[src/rtl/wb_write_port_if.sv]
// wb_write_port_if: MEM-stage inputs, MDU result handshake and register-file write port of the write-back stage.
interface wb_write_port_if #(
   parameter int AW = 5,
   parameter int DW = 32
);
   logic          mem_valid;
   logic          mem_regwrite;
   logic          mem_memtoreg;
   logic [AW-1:0] mem_rd;
   logic [DW-1:0] mem_alu_result;
   logic [DW-1:0] mem_read_data;
   logic          mdu_valid;
   logic [AW-1:0] mdu_rd;
   logic [DW-1:0] mdu_data;
   logic          mdu_ready;
   logic          regwrite;
   logic [AW-1:0] rd;
   logic [DW-1:0] writedata;
   logic          stall_req;
   logic [31:0]   pending_mask;
   modport master (
      output mem_valid, mem_regwrite, mem_memtoreg, mem_rd, mem_alu_result, mem_read_data,
      output mdu_valid, mdu_rd, mdu_data,
      input  mdu_ready, regwrite, rd, writedata, stall_req, pending_mask
   );
   modport slave (
      input  mem_valid, mem_regwrite, mem_memtoreg, mem_rd, mem_alu_result, mem_read_data,
      input  mdu_valid, mdu_rd, mdu_data,
      output mdu_ready, regwrite, rd, writedata, stall_req, pending_mask
   );
endinterface

[src/rtl/wb_write_port.sv]
// wb_write_port: MEM/WB latch plus MDU result FIFO merged onto the single register-file write port.
module wb_write_port #(
   parameter int FIFO_DEPTH = 2,
   parameter int AW = 5,
   parameter int DW = 32
) (
   input logic          clk,
   input logic          rst,
   wb_write_port_if.slave bus
);
   localparam int PW = $clog2(FIFO_DEPTH);
   localparam int CW = PW + 1;
   logic          wb_valid;
   logic          wb_regwrite;
   logic [AW-1:0] wb_rd;
   logic [DW-1:0] wb_data;
   logic [AW-1:0] fifo_rd [FIFO_DEPTH];
   logic [DW-1:0] fifo_data [FIFO_DEPTH];
   logic [PW-1:0] head;
   logic [PW-1:0] tail;
   logic [CW-1:0] count;
   logic [CW-1:0] reg_cnt [1:31];
   logic          pipe_wr;
   logic          full;
   logic          pop;
   logic          push;
   logic [AW-1:0] head_rd;
   always_comb begin
      head_rd = fifo_rd[head];
      full = count == CW'(FIFO_DEPTH);
      pipe_wr = wb_valid & wb_regwrite & (wb_rd != '0);
      pop = !pipe_wr & (count != '0);
      bus.mdu_ready = !full | pop;
      push = bus.mdu_valid & bus.mdu_ready;
      bus.stall_req = full & pipe_wr & bus.mdu_valid;
      bus.regwrite = pipe_wr | (pop & (head_rd != '0));
      bus.rd = pipe_wr ? wb_rd : head_rd;
      bus.writedata = pipe_wr ? wb_data : fifo_data[head];
      bus.pending_mask = '0;
      for (int i = 1; i < 32; i++) bus.pending_mask[i] = reg_cnt[i] != '0;
   end
   // A stall retires the current pipeline write and leaves a bubble so the FIFO can drain next cycle.
   always_ff @(posedge clk) begin
      if (rst) begin
         wb_valid <= 1'b0;
         head <= '0;
         tail <= '0;
         count <= '0;
         for (int i = 1; i < 32; i++) reg_cnt[i] <= '0;
      end else begin
         if (bus.stall_req) wb_valid <= 1'b0;
         else begin
            wb_valid <= bus.mem_valid;
            wb_regwrite <= bus.mem_regwrite;
            wb_rd <= bus.mem_rd;
            wb_data <= bus.mem_memtoreg ? bus.mem_read_data : bus.mem_alu_result;
         end
         if (push) begin
            fifo_rd[tail] <= bus.mdu_rd;
            fifo_data[tail] <= bus.mdu_data;
            tail <= tail + 1'b1;
         end
         if (pop) head <= head + 1'b1;
         count <= count + CW'(push) - CW'(pop);
         for (int i = 1; i < 32; i++)
            reg_cnt[i] <= reg_cnt[i] + CW'(push && bus.mdu_rd == AW'(i)) - CW'(pop && head_rd == AW'(i));
      end
   end
endmodule

[src/flat_wrapper.sv]
// flat-port wrapper written by rule: the top's interface ports become plain ports
module wb_write_port_flat 
#(
   parameter int FIFO_DEPTH = 2,
   parameter int AW = 5,
   parameter int DW = 32
)
  (clk, rst, bus_mem_valid, bus_mem_regwrite, bus_mem_memtoreg, bus_mem_rd, bus_mem_alu_result, bus_mem_read_data, bus_mdu_valid, bus_mdu_rd, bus_mdu_data, bus_mdu_ready, bus_regwrite, bus_rd, bus_writedata, bus_stall_req, bus_pending_mask);
  wb_write_port_if #(.AW(AW), .DW(DW)) bus_i ();
  input logic clk;
  input logic rst;
  input wire logic [$bits(bus_i.mem_valid)-1:0] bus_mem_valid;
  input wire logic [$bits(bus_i.mem_regwrite)-1:0] bus_mem_regwrite;
  input wire logic [$bits(bus_i.mem_memtoreg)-1:0] bus_mem_memtoreg;
  input wire logic [$bits(bus_i.mem_rd)-1:0] bus_mem_rd;
  input wire logic [$bits(bus_i.mem_alu_result)-1:0] bus_mem_alu_result;
  input wire logic [$bits(bus_i.mem_read_data)-1:0] bus_mem_read_data;
  input wire logic [$bits(bus_i.mdu_valid)-1:0] bus_mdu_valid;
  input wire logic [$bits(bus_i.mdu_rd)-1:0] bus_mdu_rd;
  input wire logic [$bits(bus_i.mdu_data)-1:0] bus_mdu_data;
  output wire logic [$bits(bus_i.mdu_ready)-1:0] bus_mdu_ready;
  output wire logic [$bits(bus_i.regwrite)-1:0] bus_regwrite;
  output wire logic [$bits(bus_i.rd)-1:0] bus_rd;
  output wire logic [$bits(bus_i.writedata)-1:0] bus_writedata;
  output wire logic [$bits(bus_i.stall_req)-1:0] bus_stall_req;
  output wire logic [$bits(bus_i.pending_mask)-1:0] bus_pending_mask;
  assign bus_i.mem_valid = bus_mem_valid;
  assign bus_i.mem_regwrite = bus_mem_regwrite;
  assign bus_i.mem_memtoreg = bus_mem_memtoreg;
  assign bus_i.mem_rd = bus_mem_rd;
  assign bus_i.mem_alu_result = bus_mem_alu_result;
  assign bus_i.mem_read_data = bus_mem_read_data;
  assign bus_i.mdu_valid = bus_mdu_valid;
  assign bus_i.mdu_rd = bus_mdu_rd;
  assign bus_i.mdu_data = bus_mdu_data;
  assign bus_mdu_ready = bus_i.mdu_ready;
  assign bus_regwrite = bus_i.regwrite;
  assign bus_rd = bus_i.rd;
  assign bus_writedata = bus_i.writedata;
  assign bus_stall_req = bus_i.stall_req;
  assign bus_pending_mask = bus_i.pending_mask;
  wb_write_port #(.FIFO_DEPTH(FIFO_DEPTH), .AW(AW), .DW(DW)) u_core (.clk(clk), .rst(rst), .bus(bus_i));
endmodule
[config.mk]
export PLATFORM = sky130hd
export DESIGN_NAME = wb_write_port_flat
export DESIGN_NICKNAME = d
export VERILOG_FILES = /design/src/rtl/wb_write_port_if.sv /design/src/rtl/wb_write_port.sv /design/src/flat_wrapper.sv
export SDC_FILE = /design/constraint.sdc
export NUM_CORES = 1
export LEC_CHECK = 0
export CORE_ASPECT_RATIO = 1.5
export CORE_MARGIN = 2
export CORE_UTILIZATION = 45
export CTS_CLUSTER_SIZE = 10
export DETAILED_ROUTE_END_ITERATION = 8
export DONT_BUFFER_PORTS = 1
export PLACE_DENSITY_LB_ADDON = 0.08
export SLEW_MARGIN = 20
export SYNTH_ARGS = -nofsm -noshare
export SYNTH_HDL_FRONTEND = slang
export SYNTH_SLANG_ARGS = --single-unit
export TNS_END_PERCENT = 30
[constraint.sdc]
create_clock -name clk -period 6.9 [get_ports clk]
set_input_delay 1.725 -clock clk [delete_from_list [all_inputs] [get_ports clk]]
set_output_delay 1.725 -clock clk [all_outputs]
set_load 0.1 [all_outputs]
==> qor.csv <==
stage;metric;value;unit
outcome;status;finished, final reports clean;
finish;area_growth;11.69;%
floorplan;ios;184;
power;power.density;326.8;mW/mm^2
clocking;clk_latency;0.44;ns
timing;tns;0;ns
worst_setup_path;worstPathArrival;2.97;ns
timing;whs;0.5054;ns
yosys;synth_top_family_by_area;simple AND/OR/NAND/NOR gates;
finish;insertedDiodeCount;0;
place;port_buffers;0;
worst_setup_path;crit_path_max_fanout;55;
grt;grt_pass1_wl;29220;um
power;clkPwrFrac;0.304;
floorplan;fp.dieH;174.9;um
timing;fin_ws;2.200;ns
yosys;synth_compound_area_frac;0.03771;
yosys;synth_area_per_cell;11.19;um^2
clocking;cts_made_buffers;17;
detailed_routing;wl_per_cell;17.95;um
worst_setup_path;critPathLaunch;u_core.wb_rd[3]$_DFFE_PP_;
power;p_comb_frac;0.303;
worst_setup_path;worstSetupPathType;reg2out;
yosys;synth_ff_type;edfxtp_1;
worst_setup_path;end_kind;output port;
yosys;synth_xor_area_frac;0.06400;
place;dp_cells;1009;
power;power_frac_seq;0.393;
worst_setup_path;cp_cell_sequence;or3_4 > o311a_4 > buf_16 > o21ai_2;
detailed_routing;viasPerCell;5.194;
worst_setup_path;critical_path.endpoint;bus_writedata[25];
yosys;synthArstFlopShare;0;
timing;timing.final.crit_share;0.6811;
timing;fmax;0.2128;GHz
clocking;cts_resized;0;
clocking;ctsHoldBuffers;0;
clocking;clkTransAtPathRegs;0.07;ns
detailed_routing;vias;5412;
timing;post-route-min-period;4.700;ns
finish;drive_gt1_frac;0.1959;
grt;antenna_found_initial;1;
floorplan;die-area;0.02062;mm^2
detailed_routing;drtPass1Iterations;4;
finish;fin_cells;1042;
grt;grtUsageTotal;0.1851;
clocking;clk_path_buf_depth;2;
timing;max_slew_margin;0.2094;
worst_setup_path;cp_slowest_stage_delay;0.91;ns
grt;grt_overflow;0;
worst_setup_path;start_kind;flip-flop;
worst_hold_path;worstHoldStart;u_core.head$_SDFFE_PP0P_;
yosys;syn_area;0.008758;mm^2
timing;setup_viol;0;
power;leakagePower;4.077;nW
finish;final_common_cell;edfxtp_1;
timing;clock_skew;0.01272;ns
timing;worst_pin_slew;1.186;ns
worst_setup_path;cp.required;5.18;ns
timing;grt_setup_unrepaired;false;
yosys;synth_edf_count;112;
worst_setup_path;crit_buf_inv;1;
worst_setup_path;worst_path_dominant_cell_family;compound AO/OA/AOI/OAI gates;
yosys;yosysSeqAreaShare;0.5394;
yosys;syn_nets;958;
floorplan;start_util;0.4590;
power;p_int;1.889;mW
run;cap_violations;0;
grt;grt_pass1_vias;5598;
clocking;cts_setup_buffers;0;
timing;slew_viol_final;0;
floorplan;core_area;0.01908;mm^2
worst_setup_path;reg2reg_to;u_core.reg_cnt[1][1]$_SDFF_PP0_;
place;dpl_worst_slack;2.606;ns
clocking;htree_levels;4;
yosys;syn_inst;783;
worst_hold_path;min_path_type;reg2reg;
yosys;ys_seq_elements;180;
floorplan;core.rowCount;62;
yosys;synth_mux_area_frac;0.08114;
detailed_routing;drtIter0Drc;204;
detailed_routing;postRouteAntennaNets;0;
finish;final_cell_mix;edfxtp_1 (112), nor2_1 (87), inv_1 (67), dfxtp_1 (67), ha_1 (63);
clocking;numClockSinks;180;
worst_setup_path;path_depth;4;
yosys;synth-simple-area-share;0.1387;
power;vdd_drop_max;197.3;uV
timing;hold_viol_final;0;
yosys;yosysWarnings;0;
power;power.switching;1.307;mW
worst_hold_path;holdPathStages;2;
floorplan;fp.dieW;117.9;um
place;routabilityCongestion;0.7878;
worst_setup_path;critPathSlowestCell;o21ai_2;
clocking;root_buffer;clkbuf_16;
worst_setup_path;rrSetupSlack;3.13;ns
detailed_routing;drcViolationCount;0;
worst_setup_path;reg2reg_depth;11;
clocking;cts_tree;built;
finish;nets;948;
yosys;synth_adder_area_share;0.09000;
grt;grt_max_degree;84;
yosys;yosysUniqueCellTypes;40;
detailed_routing;routed_wl;18710;um
power;switching_share;0.4089;
place;dp_hpwl;13890;um
==> registers in the layout (all words and copies together) (netlist names), named ones only <==
signal,flops
u_core.reg_cnt,62
u_core.count,2
u_core.wb_data,32
u_core.fifo_data,64
u_core.wb_valid,1
u_core.head,1
u_core.tail,1
u_core.fifo_rd,10
u_core.wb_rd,5
u_core.wb_regwrite,1
==> area by class of cell <==
class                           count  area [um^2]
Fill cell                        1738         9301
Tap cell                          256        320.3
Sequential cell                   180         4726
Multi-Input combinational cell    499         3795
Clock inverter                     14        180.2
Clock buffer                       18        429.2
Timing Repair Buffer                8        80.08
Inverter                           67        251.5
==> synthesized netlist by cell type, types with 4 or more instances <==
cell      count  share of area
edfxtp_1    112           0.38
nor2_1       87          0.037
dfxtp_1      68           0.16
inv_1        67          0.029
ha_1         63          0.090
nand2_1      41          0.018
o21ai_0      40          0.023
mux2i_1      35          0.040
or2_2        35          0.025
nor2b_1      34          0.024
xor2_1       33          0.033
mux2_2       32          0.041
xnor2_1      31          0.031
nor3_1       21          0.012
clkbuf_1     18         0.0077
buf_2        13         0.0074
a21oi_1       9         0.0051
or3_1         5         0.0036
a32oi_1       4         0.0040
==> per-stage QoR <==
step	power (mW)	cell area (um^2)	util
6_report	3.196	9782	0.5126
5_1_grt	3.325	9782	0.5126
4_1_cts	3.230	9754	0.5111
3_5_place_dp	2.258	9145	0.4792
3_3_place_gp	2.241	9138	0.4788
2_1_floorplan	2.124	8758	-
==> cells by family (layout without fill, tap and decap cells) <==
family,after synthesis,after routing
muxes,67,67
buffers and inverters,104,107
DFF,180,180
AOI/OAI and AO/OA,59,59
adders and majority gates,63,63
xor gates and xnor gates,64,64
other,1,1
and+or+nand+nor,245,245
==> power by group through the flow <==
| stage | sequential (mW) | combinational [mW] | clock, mW |
|---|---|---|---|
| final | 1.26 | 0.969 | 0.971 |
| after global routing | 1.27 | 1.02 | 1.04 |
| after CTS | 1.26 | 0.977 | 0.995 |
| after detailed placement | 1.28 | 0.976 | 0 |
| after global placement | 1.28 | 0.962 | 0 |
| after floorplan | 1.26 | 0.865 | 0 |
==> worst min-delay path: stages (launching register included) <==
cell     delay [ns]
dfxtp_1        0.31
o21ai_0        0.09
a21oi_1        0.07
==> worst min-delay path by stage <==
stage	endpoint	slack, ns
CTS	u_core.head$_SDFFE_PP0P_	0.51
detailed placement	u_core.head$_SDFFE_PP0P_	0.50
finish	u_core.head$_SDFFE_PP0P_	0.51
global route	u_core.head$_SDFFE_PP0P_	0.53
floorplan	flip-flop	0.48
global placement	u_core.head$_SDFFE_PP0P_	0.49
==> metal layers <==
layer  up-vias  wire (um)  track usage
met5         -          0            0
met4         0        331      0.06024
met3        25       1186      0.05646
met2       166       9911       0.3348
met1      2592       7276       0.2068
li1       2629          -            -
No activity file was read; power rests on OpenSTA's default activity.
